===== config.mk =====
export PLATFORM = sky130hd
export DESIGN_NAME = palt_nios_sys_nios_oci_trace_monitor
export DESIGN_NICKNAME = d
export VERILOG_FILES = /design/src/rtl/palt_nios_sys_nios_oci_trace_monitor.sv
export SDC_FILE = /design/constraint.sdc
export NUM_CORES = 1
export LEC_CHECK = 0
export ABC_CLOCK_PERIOD_IN_PS = 6870
export CAP_MARGIN = 20
export CORE_UTILIZATION = 57
export DETAILED_ROUTE_END_ITERATION = 10
export GPL_ROUTABILITY_DRIVEN = 0
export MAX_ROUTING_LAYER = met4
export PLACE_DENSITY = 0.78
export SYNTH_ARGS = -nofsm -noshare
export SYNTH_HDL_FRONTEND = slang
export SYNTH_SLANG_ARGS = --single-unit

===== constraint.sdc =====
create_clock -name clk -period 6.87 [get_ports clk]
set_input_delay 1.374 -clock clk [delete_from_list [all_inputs] [get_ports clk]]
set_output_delay 1.374 -clock clk [all_outputs]
set_load 0.05 [all_outputs]

===== src/rtl/palt_nios_sys_nios_oci_trace_monitor.sv =====
// Capture/drain monitor for the OCI DCT trace path: buffers {dct_count, dct_buffer} words in a
// show-ahead FIFO, drains them over valid/ready, and sequences end-of-test RUN -> FLUSH -> ENDED.
module palt_nios_sys_nios_oci_trace_monitor #(
    parameter int SLOT_W = 10,
    parameter int SLOTS  = 3,
    parameter int CNT_W  = 4,
    parameter int DEPTH  = 16,
    parameter int STAT_W = 16,
    localparam int DCT_W = SLOT_W * SLOTS,
    localparam int AW    = $clog2(DEPTH)
) (
    input  logic              clk,
    input  logic              reset_n,
    input  logic              dct_valid,
    input  logic [DCT_W-1:0]  dct_buffer,
    input  logic [CNT_W-1:0]  dct_count,
    input  logic              test_ending,
    input  logic              test_has_ended,
    output logic              trc_valid,
    input  logic              trc_ready,
    output logic [DCT_W-1:0]  trc_data,
    output logic [CNT_W-1:0]  trc_count,
    output logic [AW:0]       level,
    output logic [STAT_W-1:0] drop_cnt,
    output logic [STAT_W-1:0] bad_cnt,
    output logic [STAT_W-1:0] word_cnt,
    output logic [1:0]        state,
    output logic              done
);

    typedef enum logic [1:0] {
        ST_RUN   = 2'd0,
        ST_FLUSH = 2'd1,
        ST_ENDED = 2'd2
    } state_t;

    state_t state_q, state_d;

    logic [CNT_W+DCT_W-1:0] mem [DEPTH];
    logic [AW:0]            wr_ptr, rd_ptr;
    logic                   empty, full, in_run, count_ok, count_bad;
    logic                   push, pop, drop, bad;

    // Pointers carry one extra wrap bit so full and empty are distinguishable.
    assign empty     = (wr_ptr == rd_ptr);
    assign full      = (wr_ptr[AW] != rd_ptr[AW]) && (wr_ptr[AW-1:0] == rd_ptr[AW-1:0]);
    assign level     = wr_ptr - rd_ptr;

    assign in_run    = (state_q == ST_RUN);
    assign count_ok  = (dct_count != '0) && (dct_count <= CNT_W'(SLOTS));
    assign count_bad = (dct_count > CNT_W'(SLOTS));

    // Room is judged on the pre-edge level; a simultaneous pop does not make space.
    assign push      = dct_valid && in_run && count_ok && !full;
    assign drop      = dct_valid && in_run && count_ok && full;
    assign bad       = dct_valid && in_run && count_bad;

    assign trc_valid = !empty && (state_q != ST_ENDED);
    assign pop       = trc_valid && trc_ready;

    assign {trc_count, trc_data} = mem[rd_ptr[AW-1:0]];

    // NOTE: the storage array has no reset; contents behind empty pointers are never observed,
    // and leaving it unreset lets it map onto plain RAM.
    always_ff @(posedge clk) begin
        if (push) begin
            mem[wr_ptr[AW-1:0]] <= {dct_count, dct_buffer};
        end
    end

    always_ff @(posedge clk or negedge reset_n) begin
        if (!reset_n) begin
            wr_ptr <= '0;
            rd_ptr <= '0;
        end else begin
            if (push) wr_ptr <= wr_ptr + (AW+1)'(1);
            if (pop)  rd_ptr <= rd_ptr + (AW+1)'(1);
        end
    end

    always_ff @(posedge clk or negedge reset_n) begin
        if (!reset_n) begin
            word_cnt <= '0;
            drop_cnt <= '0;
            bad_cnt  <= '0;
        end else begin
            if (push && (word_cnt != '1)) word_cnt <= word_cnt + STAT_W'(1);
            if (drop && (drop_cnt != '1)) drop_cnt <= drop_cnt + STAT_W'(1);
            if (bad  && (bad_cnt  != '1)) bad_cnt  <= bad_cnt  + STAT_W'(1);
        end
    end

    always_ff @(posedge clk or negedge reset_n) begin
        if (!reset_n) state_q <= ST_RUN;
        else          state_q <= state_d;
    end

    // NOTE: default assignment first keeps this block free of inferred latches.
    always_comb begin
        state_d = state_q;
        unique case (state_q)
            ST_RUN:   if (test_ending || test_has_ended) state_d = ST_FLUSH;
            ST_FLUSH: if (empty && test_has_ended)       state_d = ST_ENDED;
            ST_ENDED: state_d = ST_ENDED;
            default:  state_d = ST_RUN;
        endcase
    end

    assign state = state_q;
    assign done  = (state_q == ST_ENDED);

endmodule


==> summary.md, run 1 <==
| Metric | Value |
|---|---|
| Initial antenna violation count | `1` |
| Final setup TNS | `0 ns` |
| H-tree depth | `2` |
| Via-to-Cell Ratio | `6.44` |
| Outcome | `finished, final reports clean` |
| Initial Util | `57.9%` |
| Sequential share of the synthesized area | `75.5%` |
| Crit path DAT | `3.89 ns` |
| Cells after synthesis | `1,151` |
| Yosys top cell by area | `edfxtp_1` |
| Post-synth EDFFs | `544` |
| Post-CTS Resized | `0` |
| Top cells by count, synth | `edfxtp_1, mux4_2, a22oi_1` |
| I/O pin total | `131` |
| First-pass GRT wire length | `79.8 mm` |
| Critical-path cell list | `buf_4, mux4_2, a22oi_1, nand2_1, clkdlybuf4s50_1` |
| Vias | `12,212` |
| Req. time, crit path | `5.50 ns` |
| Clk_lat worst skew | `0.61 ns` |
| # Post-CTS Setup Buffers | `0` |
| Final-stage net count | `1,374` |
| IO Port Bufs | `130` |
| Post-synth cell types | `49` |
| Row count | `74` |
| Met3 GRT Util | `4.56%` |
| Net count after synthesis | `1,207` |
| Final wirelength | `53.5 mm` |
| Iteration-0 DRC Markers | `1,326` |
| Fraction of layout instances using a drive strength above 1 | `21.3%` |
| Dpl cells | `1,790` |
| RSZ-0062 raised after global routing | `no` |
| Detailed-router iteration count before antenna repair | `5` |
| Fmax | `0.190 GHz` |
| Clk root buf | `clkbuf_16` |
| Total grt overflow | `0` |
| Largest net degree at the start of global routing | `68` |
| Most frequent cell after synthesis | `edfxtp_1` |
| Post-route insts no fill | `1,896` |
| DIE HEIGHT | `206 um` |
| Final Max Slew Viols | `0` |
| Area grow syn2layout | `16.3%` |
| Cts hold-fix bufs | `0` |
| GR Util All Layers | `27.1%` |
| Final Critical Period | `5.26 ns` |
| CP max-delay cell | `dfrtp_4` |
| Least-Margin Pin Slew | `1.01 ns` |
| Register bit total from synthesis | `604` |
| Routing usage on met2 | `44.2%` |
| Pwr Density | `403 nW/um^2` |
| Clk buf depth | `3` |
| DRC Markers | `0` |
| Die W | `206 um` |
| Vias in the first global route | `12,580` |
| Clock Skews | `0.0263 ns` |
| Netlist area before placement | `23,600 um^2` |
| Crit Path Category | `reg2out` |
| Clock transition at path regs | `0.06 ns` |
| Crit. path cell count | `5` |
| Buf/Inv on CP | `2` |
| Hold Fails Final Rpt | `0` |
| MaxCap Viol Count | `0` |
| Crit start category | `flop` |
| Syn_area_per_cell | `20.5 um^2` |
| Max IR drop VDD | `0.624 mV` |
| Crit path max fanout | `60` |
| Yosys top cell area share | `69.1%` |
| Final period utilization | `76.6%` |
| Yosys warns | `0` |
| Ys flop type | `edfxtp_1` |
| Wire length per cell | `28.2 um` |
| FFs w/ async S/R, synth | `9.93%` |
| R2R depth | `8` |
| Hold-critical path depth | `1` |
| GRT met1 Usage | `35.4%` |
| Busiest grt layer | `met2` |
| Worst path max stage delay | `1.02 ns` |
| TritonCTS clock tree | `yes` |
| Hold WC Path Type | `reg2reg` |
| Count of final setup violators | `0` |
| CTS Buf Count | `57` |
| CP endpoint kind | `output port` |
| Most area-consuming cells after synthesis | `edfxtp_1, mux4_2, dfrtp_1, a22oi_1, xor2_1` |
| Delay-heaviest family, CP | `buffers and inverters` |
| Dpl hpwl | `27.9 mm` |
| Worst slew margin | `32.4%` |
| Lkg Pwr | `9.15 nW` |
| Overall power | `0.0111 W` |
| Antenna viol nets, final | `0` |
| Die area | `42,300 um^2` |
| Core area | `40,800 um^2` |
| CTS sink count | `604` |
[final timing paths]
kind                               from      endpoint  slack [ns]
min in group asynchronous       reset_n    bad_cnt[7]        0.93
max reg2reg                   rd_ptr[1]    mem[2][29]        3.01
min                        word_cnt[15]  word_cnt[15]        0.49
max in group asynchronous       reset_n     rd_ptr[1]        5.36
max                           rd_ptr[1]  trc_data[12]        1.61
min reg2reg                word_cnt[15]  word_cnt[15]        0.49
[logic make-up after synthesis]
kind of cell	after synthesis	share of synthesized area, %
compound gates	100	3.13
xor+xnor	50	1.89
fa+ha+maj	16	0.879
buf+inv	64	1.20
flops	604	75.5
mux	145	13.4
simple gates	172	4.02
[registers in the layout (all words and copies together) (netlist names)]
signal	count
mem	544
state	2
wr_ptr	5
word_cnt	16
bad_cnt	16
rd_ptr	5
drop_cnt	16
[cell usage in the layout, fill, tap and decap left out, types with 3 or more instances in the layout]
master,n
clkbuf_1,11
a22oi_1,68
xnor2_1,13
a211oi_1,5
nand3_1,17
nor4_2,7
edfxtp_1,544
xor2_1,36
nand2_1,58
nand4_1,19
inv_1,13
nor2_1,11
a21oi_1,7
and3_2,7
clkinv_2,10
mux2_2,9
nor4_1,4
clkbuf_16,59
ha_1,15
clkinv_4,3
and2_2,8
a2111oi_0,6
nor3_1,11
clkinv_1,11
and4_1,7
bufinv_16,4
buf_4,26
dfrtp_1,58
mux4_2,136
nor2_4,4
and3_1,6
clkinvlp_4,4
o21ai_0,4
clkdlybuf4s50_1,129
[report_power, final]
| group | switching [W] | leakage [nW] | total (W) | internal, W |
|---|---|---|---|---|
| Clock | 0.00132 | 0.875 | 0.00304 | 0.00172 |
| Sequential | 0.000227 | 5.69 | 0.00432 | 0.00409 |
| Combinational | 0.00225 | 2.58 | 0.00372 | 0.00147 |
[final cells by class]
type,instances,area [um^2]
multi-input combinational,483,5570
tap,532,666
clock buffer,70,1520
timing repair buffer,159,1540
sequential,604,17800
antenna,1,2.50
clock inverter,34,285
inverter,13,48.8
fill,2511,13400
[metal layers]
metal / wire length, um / up-vias
met2: 27100 / 663
met5: 0 / -
met1: 20600 / 6339
met4: 1300 / 0
li1: - / 5118
met3: 4500 / 92
[through the flow]
stage	hold WS [ns]	setup slack, ns	instance area [um^2]	utilization, %
floorplan	0.488	1.78	23600	-
global placement	0.484	2.25	25700	62.8
detailed placement	0.481	2.15	25700	62.8
CTS	0.493	1.60	27500	67.3
global route	0.517	1.45	27500	67.3
finish	0.490	1.61	27500	67.3
Power figures use the tool's default switching activity.
==> run 2: changes to the inputs <==
ABC_CLOCK_PERIOD_IN_PS = 5500   (was 6870)
clock period = 5.5 ns   (was 6.87 ns; I/O delays follow)
==> summary.md, run 2 (same netlist as run 1, synthesis figures left out) <==
| Metric | Value |
|---|---|
| Outcome | `finished, final reports clean` |
| # Post-CTS Setup Buffers | `0` |
| Dpl cells | `1,787` |
| DRC Markers | `0` |
| GR Util All Layers | `25.9%` |
| Initial Util | `57.9%` |
| Dpl hpwl | `27.8 mm` |
| Iteration-0 DRC Markers | `1,013` |
| Clock transition at path regs | `0.06 ns` |
| Crit path DAT | `3.57 ns` |
| Hold Fails Final Rpt | `0` |
| Cts hold-fix bufs | `0` |
| RSZ-0062 raised after global routing | `no` |
| Delay-heaviest family, CP | `buffers and inverters` |
| MaxCap Viol Count | `0` |
| Max IR drop VDD | `0.847 mV` |
| Die W | `206 um` |
| Most frequent cells in the layout | `edfxtp_1, mux4_2, clkdlybuf4s50_1` |
| H-tree depth | `2` |
| DIE HEIGHT | `206 um` |
| Final wirelength | `51.2 mm` |
| Die area | `42,300 um^2` |
| Crit start category | `flop` |
| Least-Margin Pin Slew | `1.13 ns` |
| Core area | `40,800 um^2` |
| Critical-path cell list | `buf_4, mux4_2, a22oi_1, nand2_1, clkdlybuf4s50_1` |
| Pwr Density | `514 nW/um^2` |
| Count of final setup violators | `0` |
| Final core occ | `67.7%` |
| Lkg Pwr | `9.23 nW` |
| Antenna viol nets, final | `0` |
| Crit path max fanout | `27` |
| CP max-delay cell | `clkdlybuf4s50_1` |
| Hold WC Path Type | `reg2reg` |
| Clk buf depth | `3` |
| Final period utilization | `85.0%` |
| Diodes inserted | `0` |
| First-pass GRT wire length | `77.4 mm` |
| Area grow syn2layout | `16.9%` |
| Largest net degree at the start of global routing | `61` |
| Final Critical Period | `4.67 ns` |
| Req. time, crit path | `4.40 ns` |
| Clk_lat worst skew | `0.61 ns` |
| Commonest non-fill, non-tap cell in the layout | `edfxtp_1` |
| Clock Skews | `0.0186 ns` |
| Detailed-router iteration count before antenna repair | `5` |
| Wire length per cell | `27.0 um` |
| Clk root buf | `clkbuf_16` |
| Vias in the first global route | `12,428` |
| Post-CTS Resized | `0` |
| Via-to-Cell Ratio | `6.34` |
| IO Port Bufs | `130` |
| Fraction of layout instances using a drive strength above 1 | `21.3%` |
| Row count | `74` |
| Post-route insts no fill | `1,892` |
| Fmax | `0.214 GHz` |
| CP endpoint kind | `output port` |
| Buf/Inv on CP | `2` |
| Initial antenna violation count | `0` |
| Final-stage net count | `1,372` |
| Worst path max stage delay | `0.76 ns` |
| Worst R2R Setup Slack | `2.02 ns` |
| Crit Path Category | `reg2out` |
| Total grt overflow | `0` |
| CTS Buf Count | `57` |
| Fillers | `2,561` |
| Vias | `11,988` |
| TritonCTS clock tree | `yes` |
| CTS sink count | `604` |
| Final Max Slew Viols | `0` |
| Worst slew margin | `24.2%` |
| Final setup TNS | `0 ns` |
| Overall power | `0.0142 W` |
| Largest register FFs | `544` |
| I/O pin total | `131` |
==> run 2: stage by stage <==
| step | cell area, um^2 | setup WS (ns) | hold WS, ns |
|---|---|---|---|
| 2_1_floorplan | 23600 | 0.476 | 0.488 |
| 3_3_place_gp | 25600 | 1.23 | 0.487 |
| 3_5_place_dp | 25600 | 1.13 | 0.496 |
| 4_1_cts | 27600 | 0.759 | 0.512 |
| 5_1_grt | 27600 | 0.625 | 0.530 |
| 6_report | 27600 | 0.825 | 0.510 |
==> run 2: cell type report <==
type / instances / area (um^2) / share of cell area (%)
clock inverters: 34 / 439 / 1.59
inverters: 13 / 48.8 / 0.177
flip-flops and latches: 604 / 17800 / 64.6
well taps: 532 / 666 / 2.41
multi-input cells: 483 / 5570 / 20.2
repair buffers: 157 / 1550 / 5.61
clock buffers: 69 / 1510 / 5.48
==> run 2: path summary, 6_finish.rpt <==
kind                                    from           end  cells after the start
worst min register to register  word_cnt[15]  word_cnt[15]                      1
max in group asynchronous            reset_n     rd_ptr[0]                      2
worst max register to register     rd_ptr[1]    mem[7][33]                      8
min in group asynchronous            reset_n   bad_cnt[15]                      2
worst max-delay path               rd_ptr[0]  trc_count[0]                      5
worst min-delay path            word_cnt[15]  word_cnt[15]                      1
==> run 2: worst register-to-register path, delay by kind of cell, from the launching register on <==
kind | cells | cell delay, ns
and+or+nand+nor | 3 | 1.21
DFF | 1 | 0.73
AOI/OAI and AO/OA | 1 | 0.12
buffers and inverters | 3 | 0.76
adders and majority gates | 1 | 0.34
==> run 2: report_power, final <==
group | internal, W | switching (W)
logic | 0.00187 | 0.00288
clock network | 0.00246 | 0.00166
registers | 0.00511 | 0.000208
total | 0.00944 | 0.00475
==> run 2: per-layer routing <==
metal,part of all wire [%],up-vias,global-route usage [%]
met3,6.7,91,4.05
met1,40,6287,34.7
met5,0,-,-
met4,2.3,0,7.28
li1,-,5105,-
met2,51,505,41.8
==> edit 1, RTL diff (flow settings as in run 2) <==
The parameter `CNT_W` goes from 4 to 6.
--- a/src/rtl/palt_nios_sys_nios_oci_trace_monitor.sv
+++ b/src/rtl/palt_nios_sys_nios_oci_trace_monitor.sv
@@ -3,7 +3,7 @@
 module palt_nios_sys_nios_oci_trace_monitor #(
     parameter int SLOT_W = 10,
     parameter int SLOTS  = 3,
-    parameter int CNT_W  = 4,
+    parameter int CNT_W  = 6,
     parameter int DEPTH  = 16,
     parameter int STAT_W = 16,
     localparam int DCT_W = SLOT_W * SLOTS,
Interface: changed (resized dct_count and trc_count); port bits go from 131 to 135. The function was not compared with the original's and may differ.
==> edit 1 against run 2 <==
- wire length increased by 11%
- total power rose by 3.2%
- sequential cell count is 32 higher
- area after synthesis grew 5.0%
- synthesized cell count grew 4.6%
- clock skew down 0.0050 ns
- cell area up 5.0%
- setup slack worse by 0.25 ns
- critical path depth rose by 1
- combinational power up 6.1%
- core utilization decreased by 0.18 points
- critical path type unchanged
==> edit 1: results (changes against run 2) <==
| Metric | Value |
|---|---|
| Outcome | completed |
| Post-synth EDFFs | 576 (+5.9%) |
| Root buf cell | clkbuf_16 |
| Worst min path class | flop to flop |
| Register area share after synthesis | 75.79% (+0.30 points) |
| TritonRoute pass-1 iters | 5 (unchanged) |
| Post-CTS Setup Bufs | 0 (unchanged) |
| Inserted Diodes | 0 (unchanged) |
| Global-route wire length before repair | 84.39 mm (+9.0%) |
| Final HPWL DP | 33.77 mm (+21%) |
| Number of distinct library cells after synthesis | 42 (-14%) |
| TritonCTS Buffers | 58 (+1.8%) |
| Max-slew violation count | 0 (unchanged) |
| H-tree depth | 2 (unchanged) |
| Vias per cell | 6.318 (-0.29%) |
| Worst VDD drop | 372.2 uV (-56%) |
| Crit path max fanout | 25 (-7.4%) |
| Most frequent cells after synthesis | edfxtp_1 (576), mux4_2 (144), a22oi_1 (72), dfrtp_1 (60), nand2_1 (53) |
| Net count, final | 1443 (+5.2%) |
| Global Route Usage Sum | 27.31% (+1.4 points) |
| Final Skew | 0.01358 ns (-0.004982 ns) |
| Max reg flops | 576 (+5.9%) |
| Worst-Margin Slew | 0.9128 ns (-0.2218 ns) |
| Initial antenna violation count | 0 (unchanged) |
| Clk pin slew, worst setup/hold paths | 0.06 ns (about the same) |
| Drt wl/cell | 28.13 um (+4.0%) |
| CTS max path bufs | 3 (unchanged) |
| Syn nets | 1263 (+4.6%) |
| Port buffer count | 134 (+3.1%) |
| Ys Warns | 0 (unchanged) |
| Pin count of the biggest net entering global routing | 80 (+31%) |
| Fraction of layout cells with a size suffix above 1 | 21.63% (+0.31 points) |
| PostCTS Resize Cnt | 0 (unchanged) |
| Vias in the first global route | 13360 (+7.5%) |
| Lkg Pwr | 9.662 nW (+4.7%) |
| Largest cells by area after synthesis | edfxtp_1 (70%), mux4_2 (13%), dfrtp_1 (6.1%), a22oi_1 (2.2%), xor2_1 (1.2%) |
| Clk_lat worst skew | 0.62 ns |
| Initial DRC Count | 1347 (+33%) |
| Async S/R FF share, synth | 9.434% (-0.50 points) |
-- edit 1: cell count changes in the layout (fill, tap and decap cells not counted), sizes merged, moves of 5 or more --
cell      before  now
edfxtp       544  576
buf           27   40
mux4         136  144
a2111oi        6    0
inv           14   20
and4           7   12
clkinvlp       1    6
nand2         58   53
xnor2         14   19
-- edit 1: worst max-delay path, cell delays in order (launching register included) --
cell and delay, ns:
dfrtp_4 0.77, buf_12 0.30, buf_4 0.30, mux4_2 0.55
a22oi_1 0.44, nand2_1 0.13, clkdlybuf4s50_1 0.72
-- edit 1: metrics by stage --
stage / instances / setup WS [ns] / cell area (um2)
6_report: 2018 / 0.5708 / 29000
5_1_grt: 2018 / 0.4401 / 29000
2_1_floorplan: 1204 / 1.660 / 24800
4_1_cts: 2018 / 0.4945 / 29000
3_5_place_dp: 1909 / 0.8454 / 27060
3_3_place_gp: 1909 / 0.9576 / 27060
-- edit 1: final cells by class --
class	instances	area [um2]
clock buffers	67	1516
inverters	16	60.06
well taps	585	732.0
flip-flops and latches	636	18810
fillers	2724	13980
multi-input cells	499	5776
clock inverters	42	422.9
repair buffers	173	1692
-- edit 1: cell families after synthesis --
kind of cell	share of synthesized area [%]
fa+ha+maj	0.8878
xor+xnor	1.871
compound gates	2.744
buf+inv	1.155
mux	13.43
simple gates	4.126
flops	75.79
-- edit 1: power by group --
group | internal, mW | switching [mW]
logic | 1.94 | 3.10
clock network | 2.32 | 1.78
registers | 5.34 | 0.174
total | 9.60 | 5.06
-- edit 1: final timing paths --
kind	slack (ns)	start	depth (start not counted)	endpoint
setup reg to reg	1.99	rd_ptr[2]	7	mem[2][1]
hold / removal	0.50	bad_cnt[15]	1	bad_cnt[15]
setup / recovery	0.57	rd_ptr[0]	6	trc_data[12]
max in group asynchronous	4.27	reset_n	2	rd_ptr[1]
min in group asynchronous	0.64	reset_n	2	bad_cnt[0]
hold reg to reg	0.50	bad_cnt[15]	1	bad_cnt[15]
-- edit 1: per-layer routing --
layer	global-route usage [%]	vias up	share of wire [%]
met5	-	-	0
met4	12.32	0	4.7
met3	4.887	121	7.2
met2	44.44	659	51
met1	33.84	6623	37
li1	-	5346	-
==> edit 2, RTL diff (settings of run 2) <==
Without the edit above. Register the output `trc_count`; this adds one clock of latency there. The other outputs are not delayed to match.
--- a/src/rtl/palt_nios_sys_nios_oci_trace_monitor.sv
+++ b/src/rtl/palt_nios_sys_nios_oci_trace_monitor.sv
@@ -34,6 +34,8 @@
         ST_ENDED = 2'd2
     } state_t;
 
+    logic [CNT_W-1:0] trc_count_d;
+
     state_t state_q, state_d;
 
     logic [CNT_W+DCT_W-1:0] mem [DEPTH];
@@ -58,7 +60,7 @@
     assign trc_valid = !empty && (state_q != ST_ENDED);
     assign pop       = trc_valid && trc_ready;
 
-    assign {trc_count, trc_data} = mem[rd_ptr[AW-1:0]];
+    assign {trc_count_d, trc_data} = mem[rd_ptr[AW-1:0]];
 
     // NOTE: the storage array has no reset; contents behind empty pointers are never observed,
     // and leaving it unreset lets it map onto plain RAM.
@@ -109,5 +111,9 @@
     assign state = state_q;
     assign done  = (state_q == ST_ENDED);
 
+    always_ff @(posedge clk) begin
+        trc_count <= trc_count_d;
+    end
+
 endmodule
 
Function: changed (Yosys sat finds a counterexample within 4 cycles, from zero or initial values and one cycle with reset_n low).
==> edit 2 against run 2 <==
- non-clock buffer count shrank 3
- via count shrank 5.0%
- core utilization shrank 0.40 points
- area after synthesis is essentially flat
- sequential cell count grew 4
- wire length shrank 3.4%
- critical endpoint is now trc_data[29]
- combinational power shrank 2%
- largest cell class unchanged
- cell area shrank 0.59%
- total power shrank 3.7%
- setup slack gained 0.039 ns
==> edit 2: results (changes against run 2) <==
| Metric | Value |
|---|---|
| Outcome | completed |
| Net count, final | 1291 (-5.9%) |
| Drt wl/cell | 27.23 um (+0.70%) |
| Mean Syn Cell Area | 22.22 um2 (+8.2%) |
| Initial DRC Count | 960 (-5.2%) |
| Met2 routed WL | 24.80 mm (-4.2%) |
| Net switching power | 4.483 mW (-5.6%) |
| M1 GR Usage | 33.66% (-1.0 points) |
| Final Cell Area | 27470 um2 (-0.59%) |
| Inst Count DP | 1706 (-4.5%) |
| Largest cells by area after synthesis | edfxtp_1 (69%), mux4_2 (16%), dfrtp_1 (6.4%), xnor2_1 (1.3%), ha_1 (0.79%) |
| Post-synthesis compound-gate area fraction | 0.6616% (-2.5 points) |
| Reg2Reg Capture Point | mem[5][19] |
| Xor/xnor cell area share of the yosys netlist | 1.964% (+0.079 points) |
| Number of distinct library cells after synthesis | 46 (-6.1%) |
| F_max | 215.7 MHz (+0.84%) |
| Hold_ws | 0.5099 ns (-0.00004100 ns) |
| Cell Area, Placed | 25710 um2 (+0.22%) |
| Adder-Cell Fraction of Synth Area | 0.8786% (about the same) |
| Async S/R FF share, synth | 9.868% (-0.065 points) |
| Worst path arrival time | 3.54 ns (-0.03 ns) |
| Syn nets | 1120 (-7.2%) |
| Vias per cell | 6.274 (-0.97%) |
| P_comb | 4.64 mW (-2%) |
| Crit path max fanout | 19 (-30%) |
| Most frequent cells after synthesis | edfxtp_1 (544), mux4_2 (170), dfrtp_1 (60), xnor2_1 (35), nand2_1 (31) |
| Mux share of post-synthesis cell area | 16.53% (+3.1 points) |
| Flop2flop setup slack | 1.49 ns (-0.53 ns) |
| P_int | 9.186 mW (-2.7%) |
| Worst VDD drop | 728.4 uV (-14%) |
| Global-route wire length before repair | 74.25 mm (-4.1%) |
| Post-Route WL | 49.42 mm (-3.4%) |
| Crit path largest cell delay | 0.74 ns (-0.02 ns) |
| Worst-Margin Slew | 1.164 ns (+0.02961 ns) |
| Reg2reg path depth | 7 (-1) |
| Pre-CTS WS | 0.9388 ns (-0.1864 ns) |
| Final Skew | 0.02416 ns (+0.005595 ns) |
| FILL cells | 2519 (-1.6%) |
| Met3 usage | 4.815% (+0.76 points) |
| R2r startpoint | rd_ptr[3] |
| Fraction of layout cells with a size suffix above 1 | 23.71% (+2.4 points) |
| Initial antenna violation count | 1 (+1) |
| Met1 WL | 19.44 mm (-5.9%) |
| Hold Startpoint | bad_cnt[15] |
| Lkg Pwr | 8.976 nW (-2.7%) |
| Sequential power | 5.38 mW (+1%) |
==> edit 2: cell count changes after synthesis, sizes merged, moves of 8 or more <==
cell and change:
nor2 +10, and2 +8, clkbuf -12, xnor2 +21
a22oi -68, nand2 -27, nor4 -9, xor2 -18
mux4 +34
==> edit 2: worst register-to-register path, stage by stage, from the launching register on <==
cell      delay (ns)
dfrtp_1         0.41
inv_2           0.60
ha_1            0.42
and4_1          0.22
a211oi_2        0.67
nand2_1         0.14
nor2_1          0.21
and2_2          0.96
==> edit 2: area by class of cell <==
type	count	share of cell area, %
repair buffers	154	5.785
multi-input cells	402	20.10
clock inverters	32	0.6378
flip-flops and latches	608	65.27
well taps	532	2.423
inverters	12	0.1640
diodes	1	0.009111
clock buffers	74	5.617
==> edit 2: cells by family (layout without fill, tap and decap cells) <==
logic type	Yosys count	in the layout
multiplexers	177	177
XOR/XNOR	53	53
buffers and inverters	54	272
AND/OR/NAND/NOR	135	135
adder cells (fa/ha/maj)	16	16
AO/OA/AOI/OAI	21	21
flip-flops	608	608
other	0	1
